==> config.mk <==
export PLATFORM = sky130hd
export DESIGN_NAME = uart_frame_loader
export DESIGN_NICKNAME = d
export VERILOG_FILES = /design/src/rtl/uart_frame_loader.sv
export SDC_FILE = /design/constraint.sdc
export NUM_CORES = 1
export LEC_CHECK = 0
export ABC_AREA = 1
export CAP_MARGIN = 40
export CORE_MARGIN = 5
export CORE_UTILIZATION = 54
export CTS_BUF_LIST = sky130_fd_sc_hd__clkbuf_2 sky130_fd_sc_hd__clkbuf_4 sky130_fd_sc_hd__clkbuf_8
export CTS_CLUSTER_SIZE = 40
export DETAILED_ROUTE_END_ITERATION = 10
export PLACE_DENSITY = 0.78
export RECOVER_POWER = 100
export SLEW_MARGIN = 5
export SYNTH_ARGS = -nofsm -noshare
export SYNTH_HDL_FRONTEND = slang
export SYNTH_SLANG_ARGS = --single-unit
==> constraint.sdc <==
create_clock -name clk -period 2 [get_ports clk]
set_input_delay 0.2 -clock clk [delete_from_list [all_inputs] [get_ports clk]]
set_output_delay 0.2 -clock clk [all_outputs]
set_load 0.05 [all_outputs]
==> src/rtl/uart_frame_loader.sv <==
// UART 8N1 receiver and packet parser feeding sequential RGB565 writes to the frame buffer.
// Build option: define CHECKSUM_EN to require a trailing mod-256 sum byte per packet.
//
// UART FSM
//   state   | meaning
//   U_IDLE  | line idle, waiting for a synchronized falling edge
//   U_START | half-bit wait, then start bit recheck (high means glitch)
//   U_DATA  | sampling 8 data bits, LSB first
//   U_STOP  | sampling stop bit
// Parser FSM
//   state   | meaning
//   P_HUNT  | discarding bytes until 0xA5
//   P_A2..0 | address bytes, MSB first
//   P_L1/L0 | pixel count minus one, MSB first
//   P_DH/DL | pixel high/low byte
//   P_CS    | checksum byte (CHECKSUM_EN only)
module uart_frame_loader #(
  parameter int CLK_FREQ    = 74250000,
  parameter int BAUD        = 115200,
  parameter int ADDR_BITS   = 20,
  parameter int TIMEOUT_CYC = 1000000
) (
  input  logic                 clk,
  input  logic                 rst,
  input  logic                 rxd,
  output logic                 wr_valid,
  input  logic                 wr_ready,
  output logic [ADDR_BITS-1:0] wr_addr,
  output logic [15:0]          wr_data,
  output logic                 busy,
  output logic                 pkt_done,
  output logic                 pkt_ok,
  output logic                 frame_err,
  output logic                 overrun
);

  localparam int DIV = CLK_FREQ / BAUD;
  localparam int CW  = $clog2(DIV + 1);
  localparam int TW  = $clog2(TIMEOUT_CYC + 1);
  localparam logic [CW-1:0] HALF_LD = CW'(DIV / 2);
  localparam logic [CW-1:0] FULL_LD = CW'(DIV - 1);
  localparam logic [TW-1:0] TO_LD   = TW'(TIMEOUT_CYC - 1);

  localparam logic [1:0] U_IDLE  = 2'd0;
  localparam logic [1:0] U_START = 2'd1;
  localparam logic [1:0] U_DATA  = 2'd2;
  localparam logic [1:0] U_STOP  = 2'd3;

  localparam logic [3:0] P_HUNT = 4'd0;
  localparam logic [3:0] P_A2   = 4'd1;
  localparam logic [3:0] P_A1   = 4'd2;
  localparam logic [3:0] P_A0   = 4'd3;
  localparam logic [3:0] P_L1   = 4'd4;
  localparam logic [3:0] P_L0   = 4'd5;
  localparam logic [3:0] P_DH   = 4'd6;
  localparam logic [3:0] P_DL   = 4'd7;
`ifdef CHECKSUM_EN
  localparam logic [3:0] P_CS   = 4'd8;
  logic [7:0] csum;
`endif

  logic                 rxd_s1, rxd_s2, rxd_prev;
  logic [1:0]           u_state;
  logic [CW-1:0]        bit_cnt;
  logic [2:0]           bit_idx;
  logic [7:0]           rx_byte;
  logic                 byte_valid;
  logic                 stop_bad;

  logic [3:0]           p_state;
  logic [15:0]          addr_hi;
  logic [ADDR_BITS-1:0] addr;
  logic [7:0]           len_hi;
  logic [15:0]          len_cnt;
  logic [7:0]           pix_hi;
  logic [TW-1:0]        to_cnt;
  logic                 timeout;

  assign stop_bad = (u_state == U_STOP) && (bit_cnt == '0) && !rxd_s2;
  assign busy     = (p_state != P_HUNT);
  assign timeout  = busy && !byte_valid && (to_cnt == '0);

  always_ff @(posedge clk) begin
    if (rst) begin
      rxd_s1     <= 1'b1;
      rxd_s2     <= 1'b1;
      rxd_prev   <= 1'b1;
      u_state    <= U_IDLE;
      bit_cnt    <= '0;
      bit_idx    <= '0;
      rx_byte    <= '0;
      byte_valid <= 1'b0;
    end else begin
      rxd_s1     <= rxd;
      rxd_s2     <= rxd_s1;
      rxd_prev   <= rxd_s2;
      byte_valid <= 1'b0;
      case (u_state)
        U_IDLE: begin
          if (rxd_prev && !rxd_s2) begin
            u_state <= U_START;
            bit_cnt <= HALF_LD;
          end
        end
        U_START: begin
          if (bit_cnt == '0) begin
            if (!rxd_s2) begin
              u_state <= U_DATA;
              bit_cnt <= FULL_LD;
              bit_idx <= '0;
            end else begin
              u_state <= U_IDLE;
            end
          end else begin
            bit_cnt <= bit_cnt - CW'(1);
          end
        end
        U_DATA: begin
          if (bit_cnt == '0) begin
            rx_byte <= {rxd_s2, rx_byte[7:1]};
            bit_cnt <= FULL_LD;
            if (bit_idx == 3'd7) u_state <= U_STOP;
            else bit_idx <= bit_idx + 3'd1;
          end else begin
            bit_cnt <= bit_cnt - CW'(1);
          end
        end
        U_STOP: begin
          if (bit_cnt == '0) begin
            u_state    <= U_IDLE;
            byte_valid <= rxd_s2;
          end else begin
            bit_cnt <= bit_cnt - CW'(1);
          end
        end
        default: u_state <= U_IDLE;
      endcase
    end
  end

  always_ff @(posedge clk) begin
    if (rst) begin
      p_state   <= P_HUNT;
      addr_hi   <= '0;
      addr      <= '0;
      len_hi    <= '0;
      len_cnt   <= '0;
      pix_hi    <= '0;
      to_cnt    <= '0;
      wr_valid  <= 1'b0;
      wr_addr   <= '0;
      wr_data   <= '0;
      pkt_done  <= 1'b0;
      pkt_ok    <= 1'b0;
      frame_err <= 1'b0;
      overrun   <= 1'b0;
`ifdef CHECKSUM_EN
      csum      <= '0;
`endif
    end else begin
      pkt_done  <= 1'b0;
      pkt_ok    <= 1'b0;
      overrun   <= 1'b0;
      frame_err <= stop_bad || timeout;
      if (wr_valid && wr_ready) wr_valid <= 1'b0;

      if (byte_valid) to_cnt <= TO_LD;
      else if (busy && to_cnt != '0) to_cnt <= to_cnt - TW'(1);

      if (stop_bad || timeout) begin
        p_state <= P_HUNT;
      end else if (byte_valid) begin
`ifdef CHECKSUM_EN
        if (p_state != P_HUNT && p_state != P_CS) csum <= csum + rx_byte;
`endif
        case (p_state)
          P_HUNT: begin
            if (rx_byte == 8'hA5) p_state <= P_A2;
`ifdef CHECKSUM_EN
            csum <= '0;
`endif
          end
          P_A2: begin addr_hi[15:8] <= rx_byte; p_state <= P_A1; end
          P_A1: begin addr_hi[7:0] <= rx_byte; p_state <= P_A0; end
          P_A0: begin addr <= ADDR_BITS'({addr_hi, rx_byte}); p_state <= P_L1; end
          P_L1: begin len_hi <= rx_byte; p_state <= P_L0; end
          P_L0: begin len_cnt <= {len_hi, rx_byte}; p_state <= P_DH; end
          P_DH: begin pix_hi <= rx_byte; p_state <= P_DL; end
          P_DL: begin
            // A still-pending write wins; the new pixel is dropped but its slot is consumed.
            if (wr_valid && !wr_ready) begin
              overrun <= 1'b1;
            end else begin
              wr_valid <= 1'b1;
              wr_addr  <= addr;
              wr_data  <= {pix_hi, rx_byte};
            end
            addr <= addr + ADDR_BITS'(1);
            if (len_cnt == '0) begin
`ifdef CHECKSUM_EN
              p_state  <= P_CS;
`else
              p_state  <= P_HUNT;
              pkt_done <= 1'b1;
              pkt_ok   <= 1'b1;
`endif
            end else begin
              len_cnt <= len_cnt - 16'd1;
              p_state <= P_DH;
            end
          end
`ifdef CHECKSUM_EN
          P_CS: begin
            p_state  <= P_HUNT;
            pkt_done <= 1'b1;
            pkt_ok   <= (rx_byte == csum);
          end
`endif
          default: p_state <= P_HUNT;
        endcase
      end
    end
  end

endmodule
* After elaboration in Yosys (flattened, before gate mapping)
Index checks and enable logic that the tools add are counted.
** Operators by class
- Mux-type cells :: 33
- Eq/ne operators :: 23
- Reduce and logical (&&, ||, !) cells :: 39
- Add/subtract/negate cells :: 5
- Bitwise operators :: 6
** Operator list (count)
- two-way mux 10 bit :: 5
- two-way mux 20 bit :: 2
- case mux 10 bit (4 select lines) :: 1
- case mux 20 bit (2 select lines) :: 1
- case mux 16 bit (2 select lines) :: 1
- case mux 4 bit (8 select lines) :: 1
- adder 20 x 1 -> 20 bit (second input constant) :: 1
- zero test 20 bit :: 1
- nonzero test 20 bit :: 1
- subtractor 20 x 1 -> 20 bit (second input constant) :: 1
- inequality test 2 bit (second input constant) :: 9
- AND reduction 3 bit :: 6
- equality test 4 x 3 -> 1 bit (second input constant) :: 4
- zero test 16 bit :: 1
- two-way mux 16 bit :: 1
- subtractor 16 x 1 -> 16 bit (second input constant) :: 1
- two-way mux 3 bit :: 5
- two-way mux 2 bit :: 6
- zero test 10 bit :: 1
- AND reduction 5 bit :: 2
- subtractor 10 x 1 -> 10 bit (second input constant) :: 1
- equality test 4 x 2 -> 1 bit (second input constant) :: 2
- equality test 8 bit (second input constant) :: 1
- logical AND 1 bit :: 8
- other kinds (23) :: 43
** Word-level totals
- Input bits :: 4
- Logic and storage cells :: 129
- Register bits after elaboration :: 155

* Depth between registers and ports, before layout
- Word-level depth :: 6
- Gate-level depth with buffers :: 12
- Depth with buffers taken out :: 11

* Worst setup path after synthesis
OpenSTA, ideal clock, no wires.
- Path type :: register to register
- Start :: register p_state[0]
- End :: register to_cnt[19]
- Slack :: 0.215 ns
- Arrival :: 1.675 ns
- Stages on the path, launching flop included :: 11
- Cell sequence :: dfxtp_1 > buf_2 > nor2_1 > nand2_1 > nand2_1 > inv_2 > buf_2 > nand3_1 > nand3_1 > nand2_1 > inv_1
** On the way
- Word-level cells in the longest chain between the ends :: 3
** Ends and longest elaborated chain
- start, declared :: line 70 : logic [3:0] p_state;
- start signal, assigned :: line 143 : p_state <= P_HUNT;
- start signal, assigned :: line 171 : p_state <= P_HUNT;
- start signal, assigned :: line 178 : if (rx_byte == 8'hA5) p_state <= P_A2;
- nonzero test 4 bit :: line 80 : assign busy = (p_state != P_HUNT);
- via busy :: line 30 : output logic busy,
- logical AND 1 bit :: line 168 : else if (busy && to_cnt != '0) to_cnt <= to_cnt - TW'(1);
- nonzero test 2 bit (no line)
- end signal, assigned :: line 168
- end, declared :: line 76 : logic [TW-1:0] to_cnt;
The timed path passes the listed nets, and every way through them passes these cells.
A chain may end at the register's enable or synchronous reset.

* Worst setup path after layout
- Start :: register to_cnt[0]
- End :: register addr[15]
** On the way
- Word-level cells in the longest chain between the ends :: 5
** Ends and longest elaborated chain
- zero test 20 bit :: line 81 : assign timeout = busy && !byte_valid && (to_cnt == '0);
- logical AND 1 bit :: line 81
- logical OR 1 bit :: line 170 : if (stop_bad || timeout) begin
- inverter 1 bit (no line)
- AND reduction 3 bit (no line)
- end signal, assigned :: line 198 : addr <= addr + ADDR_BITS'(1);
- end, declared :: line 72 : logic [ADDR_BITS-1:0] addr;
Every way passes these cells.

==> summary.txt <==
STA
  • Slew HR: 0.313
  • Final WS setup: 0.0780 ns
  • Final setup viols: 0
  • Endpoints failing hold: 0
  • Tmin final: just under 2 ns
  • Max Slew Vio Count: 0
  • Setup Skew: 0.00738 ns
  • Tcrit/Tclk final: 0.961
  • Fmax: 520 MHz
  • Slew @ Worst Pin: 1.03 ns

GRT
  • Largest net degree at the start of global routing: 63
  • Initial antenna violation count: 0
  • Vias in the first global route: 6765
  • All-Layer GR Usage: 0.213
  • First-pass GRT wire length: roughly 30000 um
  • Grt total ovfl: 0

Synth
  • Share of synthesized flip-flops with an asynchronous set or reset: 0
  • Most common flop cell mapped by yosys: dfxtp_1
  • Area share of the largest cell type after synthesis: 0.391
  • Syn_area_per_cell: 6.38 sq um
  • Sequential cell area fraction in the yosys report: 0.391
  • Synth area leader: dfxtp_1
  • Synth area leaders: dfxtp_1, nand2_1, nor2_1
  • Synth cell count leaders: nand2_1, nor2_1, inv_1, dfxtp_1, a21oi_1
  • Yosys Warn Count: 0
  • Gate Count Post-Synth: 1236
  • Mapped Nets: 1251
  • Post-synth EDFFs: 0
  • Post-synthesis cell area: 7890 sq um
  • Synth cell types: 37
  • Count leader, synth: nand2_1
  • #FFs+latches synth: between 150 and 200

Die
  • Starting density of the core: 0.547
  • FP Rows: 44
  • Die footprint: 17100 sq um
  • I/O pin count: 46
  • Width of the chip: 131 um
  • Core area: 14400 sq um
  • Die Height: 131 um

Routing
  • DRC: 0
  • Initial drt markers: 707
  • ANT nets after route: 0
  • WL/cell: 12.5 um
  • Vias/cell: just over 5
  • Drt first pass iters: 5
  • Routed Wire Length: 18600 um
  • Via Count: 7577

Worst setup path
  • R2r worst-path depth: 10
  • CP max FO: 10
  • Startpoint Class: flop
  • WP data required: 2.37 ns
  • Flop-to-flop setup slack: 0.08 ns
  • RR Startpoint: to_cnt[0]
  • CP Class: flop to flop
  • CP endpoint kind: flop
  • Critical Path AT: 2.29 ns
  • Reg2reg end: addr[15]

Hold path
  • WHS Endpoint: rxd_s1
  • Hold Path Cell Cnt: 2
  • Hold path start: rxd
  • Hold Path Class: primary input to flop

Power and ir drop
  • Pwr/cell area: a little under 800 nW/um^2
  • Leakage: 4.30 nW
  • Total power: 0.00711 W
  • Peak VDD IR: 1.08 mV

Final layout
  • Area grow syn2layout: 17.3%
  • Fin nets: 1307
  • Ant. Diodes: 0
  • Layout cells sized above 1: 0.0797

CTS
  • TritonCTS buffer count: 17
  • Hold-fix buffers, CTS: 0
  • Sink Count: 154
  • CTS tree: yes
  • Clock-pin slew on the worst setup and hold paths: ~0.08 ns
  • Clk_lat worst skew: 0.47 ns
  • Root Driver: clkbuf_8
  • Clock tree buffer depth: 2
  • H-tree lvl count: 4

Job
  • Max-cap violation count: 0

Place
  • Final Wtd Congestion: 0.887
  • Port bufs: 45
  • Dpl hpwl: between 10000 and 15000 um
  • Pre-CTS setup slack: 0.0309 ns

Run status
  • Status: completed
==> flip-flops by register name, indices dropped and copies added, names as in the netlist, named ones only <==
name and flops:
to_cnt 20, byte_valid 1, len_hi 8, bit_idx 3
overrun 1, rxd_prev 1, u_state 1, len_cnt 16
pkt_ok 1, rxd_s2 1, wr_addr 20, rxd_s1 1
bit_cnt 10, addr_hi 12, pix_hi 8, frame_err 1
rx_byte 8, addr 20, p_state 3, wr_data 16
wr_valid 1
==> worst max-delay path: stages (launching register included) <==
cell	delay (ns)
dfxtp_1	0.38
inv_2	0.07
ha_1	0.24
nand2_2	0.13
nor2_4	0.07
nand4_4	0.13
nand4_1	0.23
buf_6	0.21
clkbuf_16	0.16
a21oi_1	0.14
nor2_1	0.06
==> power breakdown <==
group / switching (W) / leakage [nW] / total (W) / internal, W
Combinational: 0.000855 / 2.85 / 0.00134 / 0.000489
Clock: 0.00119 / 0.205 / 0.00252 / 0.00132
Sequential: 0.0000869 / 1.24 / 0.00325 / 0.00316
Total: 0.00214 / 4.30 / 0.00711 / 0.00497
==> cells in the final DEF (no fill, tap or decap), types with 2 or more instances in the layout <==
cell type and instances:
a21boi_0 2, a21oi_1 91, a22oi_1 2, buf_12 6, buf_4 29, buf_6 4, bufinv_16 3, clkbuf_16 2
clkbuf_4 2, clkbuf_8 19, clkdlybuf4s50_1 43, clkinv_2 3, clkinvlp_4 4, dfxtp_1 152, dfxtp_2 2, ha_1 10
inv_1 167, inv_2 4, nand2_1 301, nand2_2 3, nand3_1 59, nand3b_1 4, nand4_1 15, nand4_2 3
nand4_4 4, nor2_1 222, nor2_2 4, nor2_4 3, nor3_1 12, o21ai_0 59, o21ai_1 35, o31ai_1 4
or2_2 5, xnor2_1 2, xor2_1 12
==> cell families after synthesis <==
group | Yosys count | synth area share
flip-flops | 154 | 0.391
adder cells (fa/ha/maj) | 11 | 0.0175
buffers and inverters | 222 | 0.111
XOR/XNOR | 14 | 0.0155
AND/OR/NAND/NOR | 636 | 0.334
AO/OA/AOI/OAI | 199 | 0.131
==> layout make-up <==
class                   instances  area (sq um)
clock buffers                  21           277
well taps                     184           230
inverters                     171           642
flip-flops and latches        154          3090
clock inverters                11           144
multi-input cells             862          4000
repair buffers                 86           877
fillers                      1317          5170
==> layer usage <==
layer | share of wire | vias to the layer above | GRT usage
met4 | 0.012 | 0 | 0.0623
met3 | 0.051 | 20 | 0.0439
met5 | 0 | - | 0
met2 | 0.48 | 173 | 0.361
met1 | 0.46 | 3395 | 0.274
li1 | - | 3989 | -
==> repair_timing <==
item | 4_1_cts | 5_1_grt
resized for setup | 0 | 16
setup endpoints to repair | 0 | 101
setup buffers | 0 | 9
==> stage by stage <==
stage,cell area (sq um),TNS [ns],hold slack [ns],cells,util
global placement,8610,0,0.391,1443,0.597
floorplan,7890,0,0.304,1236,-
global route,9250,-0.370,0.282,1489,0.642
CTS,9030,0,0.278,1475,0.626
detailed placement,8610,0,0.398,1443,0.597
finish,9250,0,0.288,1489,0.642
==> how the worst max path moves through the flow <==
stage          startpoint           to  slack, ns  cells past startpoint
2_1_floorplan  p_state[0]   to_cnt[19]       0.21                     10
3_3_place_gp   len_cnt[0]  len_cnt[12]       0.09                     10
5_1_grt         to_cnt[0]     addr[14]      -0.07                     10
4_1_cts        len_cnt[0]  len_cnt[13]       0.02                     10
6_report        to_cnt[0]     addr[15]       0.08                     10
3_5_place_dp   len_cnt[0]  len_cnt[13]       0.03                     10
Power figures use the tool's default switching activity.
